$ cat src/rtl/priority_irq_controller.sv
// Eight-line edge-triggered interrupt controller: latches rising edges as pending,
// masks them, offers the highest-index eligible line, and tracks it until EOI.
module priority_irq_controller #(
    parameter int NUM_IRQ = 8,
    parameter int ID_W    = 3
) (
    input  logic               clk,
    input  logic               rst,
    input  logic [NUM_IRQ-1:0] irq_in,
    input  logic               mask_wr,
    input  logic [NUM_IRQ-1:0] mask_data,
    output logic               irq_valid,
    output logic [ID_W-1:0]    irq_id,
    input  logic               irq_ack,
    input  logic               eoi,
    output logic [NUM_IRQ-1:0] pending,
    output logic               in_service,
    output logic [ID_W-1:0]    isr_id
);

    typedef enum logic [1:0] {
        IDLE    = 2'd0,
        OFFER   = 2'd1,
        SERVICE = 2'd2
    } state_t;

    state_t             state_r;
    logic [NUM_IRQ-1:0] irq_q_r;
    logic [NUM_IRQ-1:0] mask_r;
    logic [NUM_IRQ-1:0] pending_r;
    logic               irq_valid_r;
    logic [ID_W-1:0]    irq_id_r;
    logic               in_service_r;
    logic [ID_W-1:0]    isr_id_r;

    logic [NUM_IRQ-1:0] edge_s;
    logic [NUM_IRQ-1:0] eligible_s;
    logic [NUM_IRQ-1:0] clear_s;
    logic [ID_W-1:0]    winner_s;
    logic               ack_fire_s;

    // Highest set index wins; returns zero for an empty vector (caller checks emptiness).
    function automatic logic [ID_W-1:0] top_index(input logic [NUM_IRQ-1:0] v);
        logic [ID_W-1:0] idx;
        idx = {ID_W{1'b0}};
        for (int i = 0; i < NUM_IRQ; i++) begin
            if (v[i]) begin
                idx = ID_W'(i);
            end else begin
                idx = idx;
            end
        end
        return idx;
    endfunction

    // Edge detection, eligibility, winner selection and ack-driven clear vector.
    always_comb begin
        edge_s     = irq_in & ~irq_q_r;
        eligible_s = pending_r & ~mask_r;
        winner_s   = top_index(eligible_s);
        ack_fire_s = irq_ack & irq_valid_r;
        if (ack_fire_s) begin
            clear_s = {{(NUM_IRQ-1){1'b0}}, 1'b1} << irq_id_r;
        end else begin
            clear_s = {NUM_IRQ{1'b0}};
        end
    end

    // Input history, mask register and pending latch; a new edge beats an ack clear.
    always_ff @(posedge clk) begin
        if (rst) begin
            irq_q_r   <= {NUM_IRQ{1'b0}};
            mask_r    <= {NUM_IRQ{1'b1}};
            pending_r <= {NUM_IRQ{1'b0}};
        end else begin
            irq_q_r   <= irq_in;
            pending_r <= (pending_r & ~clear_s) | edge_s;
            if (mask_wr) begin
                mask_r <= mask_data;
            end else begin
                mask_r <= mask_r;
            end
        end
    end

    // Offer / service state machine with registered handshake outputs.
    always_ff @(posedge clk) begin
        if (rst) begin
            state_r      <= IDLE;
            irq_valid_r  <= 1'b0;
            irq_id_r     <= {ID_W{1'b0}};
            in_service_r <= 1'b0;
            isr_id_r     <= {ID_W{1'b0}};
        end else begin
            case (state_r)
                IDLE: begin
                    if (eligible_s != {NUM_IRQ{1'b0}}) begin
                        state_r     <= OFFER;
                        irq_valid_r <= 1'b1;
                        irq_id_r    <= winner_s;
                    end else begin
                        state_r     <= IDLE;
                    end
                end
                OFFER: begin
                    if (ack_fire_s) begin
                        state_r      <= SERVICE;
                        irq_valid_r  <= 1'b0;
                        in_service_r <= 1'b1;
                        isr_id_r     <= irq_id_r;
                    end else if (eligible_s == {NUM_IRQ{1'b0}}) begin
                        state_r     <= IDLE;
                        irq_valid_r <= 1'b0;
                    end else begin
                        // An unacked offer follows the current winner, so a
                        // higher-priority arrival preempts it.
                        irq_id_r <= winner_s;
                    end
                end
                SERVICE: begin
                    if (eoi) begin
                        state_r      <= IDLE;
                        in_service_r <= 1'b0;
                    end else begin
                        state_r <= SERVICE;
                    end
                end
                default: begin
                    state_r      <= IDLE;
                    irq_valid_r  <= 1'b0;
                    in_service_r <= 1'b0;
                end
            endcase
        end
    end

    assign irq_valid  = irq_valid_r;
    assign irq_id     = irq_id_r;
    assign pending    = pending_r;
    assign in_service = in_service_r;
    assign isr_id     = isr_id_r;

endmodule

$ cat config.mk
export PLATFORM = sky130hd
export DESIGN_NAME = priority_irq_controller
export DESIGN_NICKNAME = d
export VERILOG_FILES = /design/src/rtl/priority_irq_controller.sv
export SDC_FILE = /design/constraint.sdc
export NUM_CORES = 1
export LEC_CHECK = 0
export CAP_MARGIN = 20
export CORE_ASPECT_RATIO = 0.9
export CORE_MARGIN = 1.5
export CORE_UTILIZATION = 47
export DETAILED_ROUTE_END_ITERATION = 8
export PLACE_DENSITY = 0.89
export SETUP_SLACK_MARGIN = 0.4
export SLEW_MARGIN = 20
export SYNTH_ARGS = -nofsm -noshare
export SYNTH_HDL_FRONTEND = slang
export SYNTH_SLANG_ARGS = --single-unit
export TNS_END_PERCENT = 30
$ cat constraint.sdc
create_clock -name clk -period 1.55 [get_ports clk]
set_input_delay 0.155 -clock clk [delete_from_list [all_inputs] [get_ports clk]]
set_output_delay 0.155 -clock clk [all_outputs]
set_load 0.01 [all_outputs]
==> run summary, run 1 <==
Die Wd -> 59.8 microns
CP endpoint kind -> output port
placed cell count -> 214
Fin. Hold Viols -> 0
delay of the slowest cell on the worst path -> 0.53 ns
Setup Viol. Count Final -> 0
GRT overflow -> 0
WL final -> 3000 microns
WL/cell -> 13.5 microns
DRC Markers -> 0
Post-synth EDFFs -> 0
Setup Fix Bufs, Post-CTS -> 0
core area -> 2750 sq um
Worst-Margin Slew -> 0.436 ns
Worst R2R End -> irq_id[0]$_SDFFE_PP0P_
largest net degree at the start of global routing -> 14
Hold Path Sink -> pending[6]$_SDFF_PP0_
vias per cell -> 5.06
H-tree Lvls -> 2
1st-iter DRT viols -> 37
initial antenna violation count -> 0
met1 WL -> 1370 microns
Max-cap violations -> 0
CP required -> 1.39 ns
CTS tree -> built
maximum clock rate -> 0.724 GHz
TNS Setup -> 0 ns
status -> finished, final reports clean
PD cells -> 945 nW/um^2
Post-Route Utilization -> 68.3%
Clk pin slew, worst setup/hold paths -> 0.10 ns
CP Buf/Inv Count -> 1
Synth cell types -> 34
Worst slew margin -> 70.9%
crit-path leading delay family -> buffers and inverters
final slew viol count -> 0
Worst Skew -> 0.0125 ns
clk root buf -> clkbuf_4
synthesized area per cell -> 9.74 sq um
Longest Clk Path Bufs -> 2
P&R area growth vs syn -> 37.5%
top routing layer in use -> met4
die area -> 3230 sq um
Hold Path Class -> input port to register
CTS Buf Count -> 5
register area share after synthesis -> 49.9%
crit path kind -> register to output port
share of layout cells above drive strength 1 -> 15.4%
Tmin final -> 1.38 ns
setup slack on the worst flop-to-flop path -> 0.32 ns
Nets -> 202
Synth Cell Area -> 1360 sq um
routed vias -> 1123
critical path cell sequence -> clkdlybuf4s50_1
WL met3 -> 129 microns
#FFs+latches synth -> 34
Final GP Congestion -> 0.783
Hold Path Depth -> 3
first-pass GRT wire length -> 4780 microns
routed wl met2 -> 1470 microns
hold_buf cts -> 0
Initial Utilization -> 49.6%
Crit-path slowest cell -> clkdlybuf4s50_1
CP Max Fanout -> 2
clk_lat worst skew -> 0.34 ns
Ports -> 37
Worst EP arrival -> 1.23 ns
Post-synth ARST share -> 0%
Net Count, Synth -> 161
Top FF cell, synth -> dfxtp_1
site row count -> 18
vias in the first global route -> 1067
IO Port Bufs -> 36
Setup crit start kind -> register
synth warn -> 0
Synth Instances -> 140
gr usage total -> 20.5%
r2r worst-path depth -> 4
Leak -> 0.828 nW
HPWL after DPL -> 2310 microns
post-route ant nets -> 0
total iterations of the first detailed-routing run -> 4
Hold Startpoint -> irq_in[6]
n_diodes -> 0
final period utilization -> 89.1%
Non-Filler Instances -> 222
Max rail drop VDD -> 0.566 mV
CTS Sinks -> 34
Worst R2R Start -> mask_r[4]$_SDFFE_PP1P_
die height -> 54.1 microns
RSZ-0062 raised after global routing -> true
## registers in the layout, indices dropped and copies added (netlist names)
register    flops
irq_q_r         8
irq_valid       1
pending         8
mask_r          8
state_r         2
irq_id          3
isr_id          3
in_service      1
## cells in the mapped netlist (2+ instances only)
master | number | area (sq um)
dfxtp_1 | 34 | 681
o21ai_1 | 2 | 10.0
nand3_1 | 2 | 10.0
mux2i_1 | 11 | 110
clkbuf_1 | 4 | 15.0
a31o_1 | 2 | 17.5
nor2b_1 | 12 | 75.1
nor2_1 | 5 | 18.8
nand2_1 | 13 | 48.8
nand2b_1 | 14 | 87.6
o21ai_0 | 7 | 35.0
a21oi_1 | 10 | 50.1
nor3_1 | 2 | 10.0
o31ai_1 | 2 | 15.0
## metrics by stage
stage | total power, W | worst slack (ns) | hold slack [ns] | cell area, sq um
final | 0.00177 | 0.169 | 0.375 | 1880
after global routing | 0.00186 | 0.117 | 0.380 | 1880
after CTS | 0.00178 | 0.137 | 0.385 | 1860
after detailed placement | 0.00129 | 0.0486 | 0.464 | 1790
after global placement | 0.00128 | 0.120 | 0.455 | 1790
after floorplan | 0.00114 | 0.374 | 0.283 | 1380
## cell families (layout without fill, tap and decap cells)
| group | count (synthesis) | after routing | share of synthesized area (%) |
|---|---|---|---|
| AOI/OAI and AO/OA | 30 | 30 | 13.3 |
| buffers and inverters | 7 | 49 | 2.02 |
| DFF | 34 | 34 | 49.9 |
| muxes | 11 | 11 | 8.07 |
| and+or+nand+nor | 58 | 58 | 26.7 |
## final cells by class
class,count,area (sq um)
timing repair buffer,39,394
clock inverter,1,5.00
inverter,2,7.51
tap,40,50.0
fill,226,872
sequential,34,694
clock buffer,7,55.1
multi-input combinational,99,669
## layer usage
metal	vias up	global-route usage, %
met5	-	0
met4	0	6.67
met3	4	7.21
met2	28	34.4
met1	520	24.6
li1	571	-
## layout by cell type, fill, tap and decap left out, types with 2 or more instances in the layout
cell / count
clkdlybuf4s50_1: 25
a21oi_1: 10
a31o_1: 2
mux2i_1: 11
o31ai_1: 2
nor3_1: 2
o21ai_1: 2
dlygate4sd2_1: 3
o21ai_0: 7
nand2_1: 13
buf_4: 3
dfxtp_1: 25
dfxtp_2: 8
nand2b_1: 14
clkbuf_4: 5
nand3_1: 2
dlymetal6s2s_1: 6
nor2_1: 5
clkdlybuf4s15_1: 2
nor2b_4: 2
nor2b_1: 11
## power by group
part	total, W	leakage, nW	switching [W]	internal (W)
clock	0.000509	0.0353	0.000289	0.000220
combinational	0.000283	0.508	0.000118	0.000164
sequential	0.000982	0.284	0.0000464	0.000935
total	0.00177	0.828	0.000454	0.00132
## how the worst max path moves through the flow
stage	start	end	slack (ns)	cells past startpoint
floorplan	pending[3]$_SDFF_PP0_	irq_id[0]$_SDFFE_PP0P_	0.37	4
global placement	irq_ack	irq_id[0]$_SDFFE_PP0P_	0.12	5
detailed placement	irq_ack	irq_id[0]$_SDFFE_PP0P_	0.05	5
CTS	pending[5]$_SDFF_PP0_	pending[5]	0.14	1
global route	isr_id[0]$_SDFFE_PP0P_	isr_id[0]	0.12	1
finish	isr_id[0]$_SDFFE_PP0P_	isr_id[0]	0.17	1
## repair_timing
action,CTS,global route
pin swaps,0,0
gates resized for setup,15,6
endpoints found under the setup margin,19,21
## worst min-delay path, stage by stage
cell	delay, ns
clkdlybuf4s50_1	0.41
nand2b_1	0.07
a21oi_1	0.05
No activity file was read; power rests on OpenSTA's default activity.
==> run 2: changes to the inputs <==
Settings changed: CTS_CLUSTER_SIZE set to 24.
==> results of run 2 <==
Same layout as run 1: the final DEF is identical, and so are final timing and power.
==> run 3: changes to the inputs <==
Settings changed: CORE_MARGIN 1.5 to 5.
==> run 3 against run 2 <==
Effect of this change: sequential cell count unchanged; setup slack improved by 0.13 ns; cell area increased by 4.9%; critical path type is now register to register; highest routed layer unchanged.
==> run summary, run 3 (synthesis results as in run 1) <==
status -> finished, final reports clean
CP Buf/Inv Count -> 0 (-1)
P&R area growth vs syn -> 44.3%
PD cells -> 992 nW/um^2 (+4.9%)
Setup Viol. Count Final -> 0 (unchanged)
maximum clock rate -> 0.802 GHz (+11%)
Tmin final -> 1.25 ns (-0.133 ns)
Crit-path slowest cell -> dfxtp_1
Max rail drop VDD -> 0.573 mV (+1.2%)
TNS Setup -> 0 ns (unchanged)
Initial Utilization -> 49.2% (-0.40 points)
Leak -> 0.894 nW (+8.0%)
Post-Route Utilization -> 71.0% (+2.8 points)
area occupied by multi-input gates -> 707 sq um (+5.6%)
site row count -> 18 (unchanged)
Fin. Hold Viols -> 0 (unchanged)
H-tree Lvls -> 2 (unchanged)
clk root buf -> clkbuf_4
CTS tree -> built
first-pass GRT wire length -> 5340 microns (+12%)
WL/cell -> 14.6 microns (+7.9%)
initial antenna violation count -> 0 (unchanged)
CP required -> 1.85 ns (+0.46 ns)
Ports -> 37 (unchanged)
final period utilization -> 80.5% (-8.6 points)
delay of the slowest cell on the worst path -> 0.44 ns (-0.09 ns)
gr usage total -> 17.5% (-3.0 points)
crit-path leading delay family -> flip-flops
post-route ant nets -> 0 (unchanged)
vias in the first global route -> 1223 (+15%)
final slew viol count -> 0 (unchanged)
Nets -> 207 (+2.5%)
Worst-Margin Slew -> 0.457 ns (+0.0213 ns)
commonest non-fill, non-tap cells in the layout -> 25 x dfxtp_1, 20 x clkdlybuf4s50_1, 13 x nand2_1
core area -> 2770 sq um (+0.82%)
GRT overflow -> 0 (unchanged)
die area -> 4080 sq um (+26%)
Worst slew margin -> 69.5% (-1.4 points)
CP Max Fanout -> 5 (+3)
critical path cell sequence -> a31oi_1, or3_1, o41ai_2, a31o_1
WL final -> 3310 microns (+10%)
commonest non-fill, non-tap cell in the layout -> dfxtp_1
Hold Path Class -> input port to register
Longest Clk Path Bufs -> 2 (unchanged)
flip-flop and latch area -> 694 sq um (unchanged)
CP endpoint kind -> register
Final GP Congestion -> 0.826 (+5.5%)
Die Wd -> 66.8 microns (+12%)
DRC Markers -> 0 (unchanged)
largest net degree at the start of global routing -> 14 (unchanged)
IO Port Bufs -> 36 (unchanged)
total iterations of the first detailed-routing run -> 5 (+1)
n_diodes -> 0 (unchanged)
share of layout cells above drive strength 1 -> 21.4% (+6.0 points)
1st-iter DRT viols -> 48 (+30%)
CTS Buf Count -> 5 (unchanged)
Worst Skew -> 0.0185 ns (+0.00599 ns)
clk_lat worst skew -> 0.35 ns (about the same)
# fillers -> 212 (-6.2%)
routed vias -> 1208 (+7.6%)
Worst EP arrival -> 1.55 ns (+0.32 ns)
HPWL after DPL -> 2410 microns (+4.5%)
Clk pin slew, worst setup/hold paths -> 0.12 ns (+0.02 ns)
RSZ-0062 raised after global routing -> true
vias per cell -> 5.32 (+5.2%)
Setup crit start kind -> register
die height -> 61.1 microns (+13%)
CTS Sinks -> 34 (unchanged)
Max-cap violations -> 0 (unchanged)
crit path kind -> register to register
-- run 3: changes by cell type in the layout (fill, tap and decap cells not counted), sizes merged --
cell	previous run	this run
bufinv	0	1
dlymetal6s2s	6	5
clkdlybuf4s15	2	5
clkinv	1	0
clkinvlp	0	2
clkbuf	7	5
dlygate4sd2	3	6
clkdlybuf4s50	25	20
buf	3	8
-- run 3: stage by stage --
| step | hold slack (ns) | setup slack [ns] | cell area (sq um) | total power [W] | instances |
|---|---|---|---|---|---|
| final | 0.366 | 0.303 | 1970 | 0.00195 | 227 |
| after global routing | 0.367 | 0.237 | 1970 | 0.00203 | 227 |
| after CTS | 0.367 | 0.138 | 1890 | 0.00193 | 224 |
| after detailed placement | 0.464 | 0.0401 | 1810 | 0.00130 | 216 |
| after global placement | 0.451 | 0.126 | 1810 | 0.00128 | 216 |
| after floorplan | 0.283 | 0.374 | 1380 | 0.00114 | 140 |
-- run 3: area by class of cell --
class                      instances  area share, %
clock buffer                       5           1.91
sequential                        34           35.3
clock inverter                     3           2.29
tap                               40           2.54
inverter                           2          0.381
multi-input combinational         99           35.9
timing repair buffer              44           21.7
-- run 3: final timing paths --
| kind | endpoint | startpoint | slack, ns | depth (start not counted) |
|---|---|---|---|---|
| max | irq_id[0]$_SDFFE_PP0P_ | state_r[0]$_SDFFE_PP0P_ | 0.30 | 4 |
| min | pending[4]$_SDFF_PP0_ | irq_in[4] | 0.37 | 3 |
| max reg2reg | irq_id[0]$_SDFFE_PP0P_ | state_r[0]$_SDFFE_PP0P_ | 0.30 | 4 |
| min reg2reg | mask_r[5]$_SDFFE_PP1P_ | mask_r[5]$_SDFFE_PP1P_ | 0.48 | 2 |
-- run 3: repair_timing --
item | 4_1_cts | 5_1_grt
endpoints found under the setup margin | 20 | 25
gates resized for setup | 24 | 13
pin swaps | 0 | 3
hold buffers | 0 | 0
setup buffers | 0 | 3
-- run 3: power by group --
part           switching [W]  leakage, nW  internal (W)
Sequential         0.0000509        0.284      0.000933
Combinational       0.000128        0.573      0.000176
Clock               0.000326       0.0374      0.000338
Total               0.000504        0.894       0.00145
-- run 3: tightest hold or removal path, delay by kind of cell --
family / cells / cell delay (ns)
buffers and inverters: 1 / 0.41
and+or+nand+nor: 1 / 0.07
AOI/OAI and AO/OA: 1 / 0.06
-- run 3: per-layer routing --
| metal | vias up | global-route usage [%] | routed length [microns] |
|---|---|---|---|
| li1 | 582 | - | - |
| met5 | - | 0 | 0 |
| met2 | 47 | 31.5 | 1640 |
| met4 | 0 | 7.83 | 41 |
| met1 | 572 | 19.1 | 1390 |
| met3 | 7 | 5.66 | 227 |
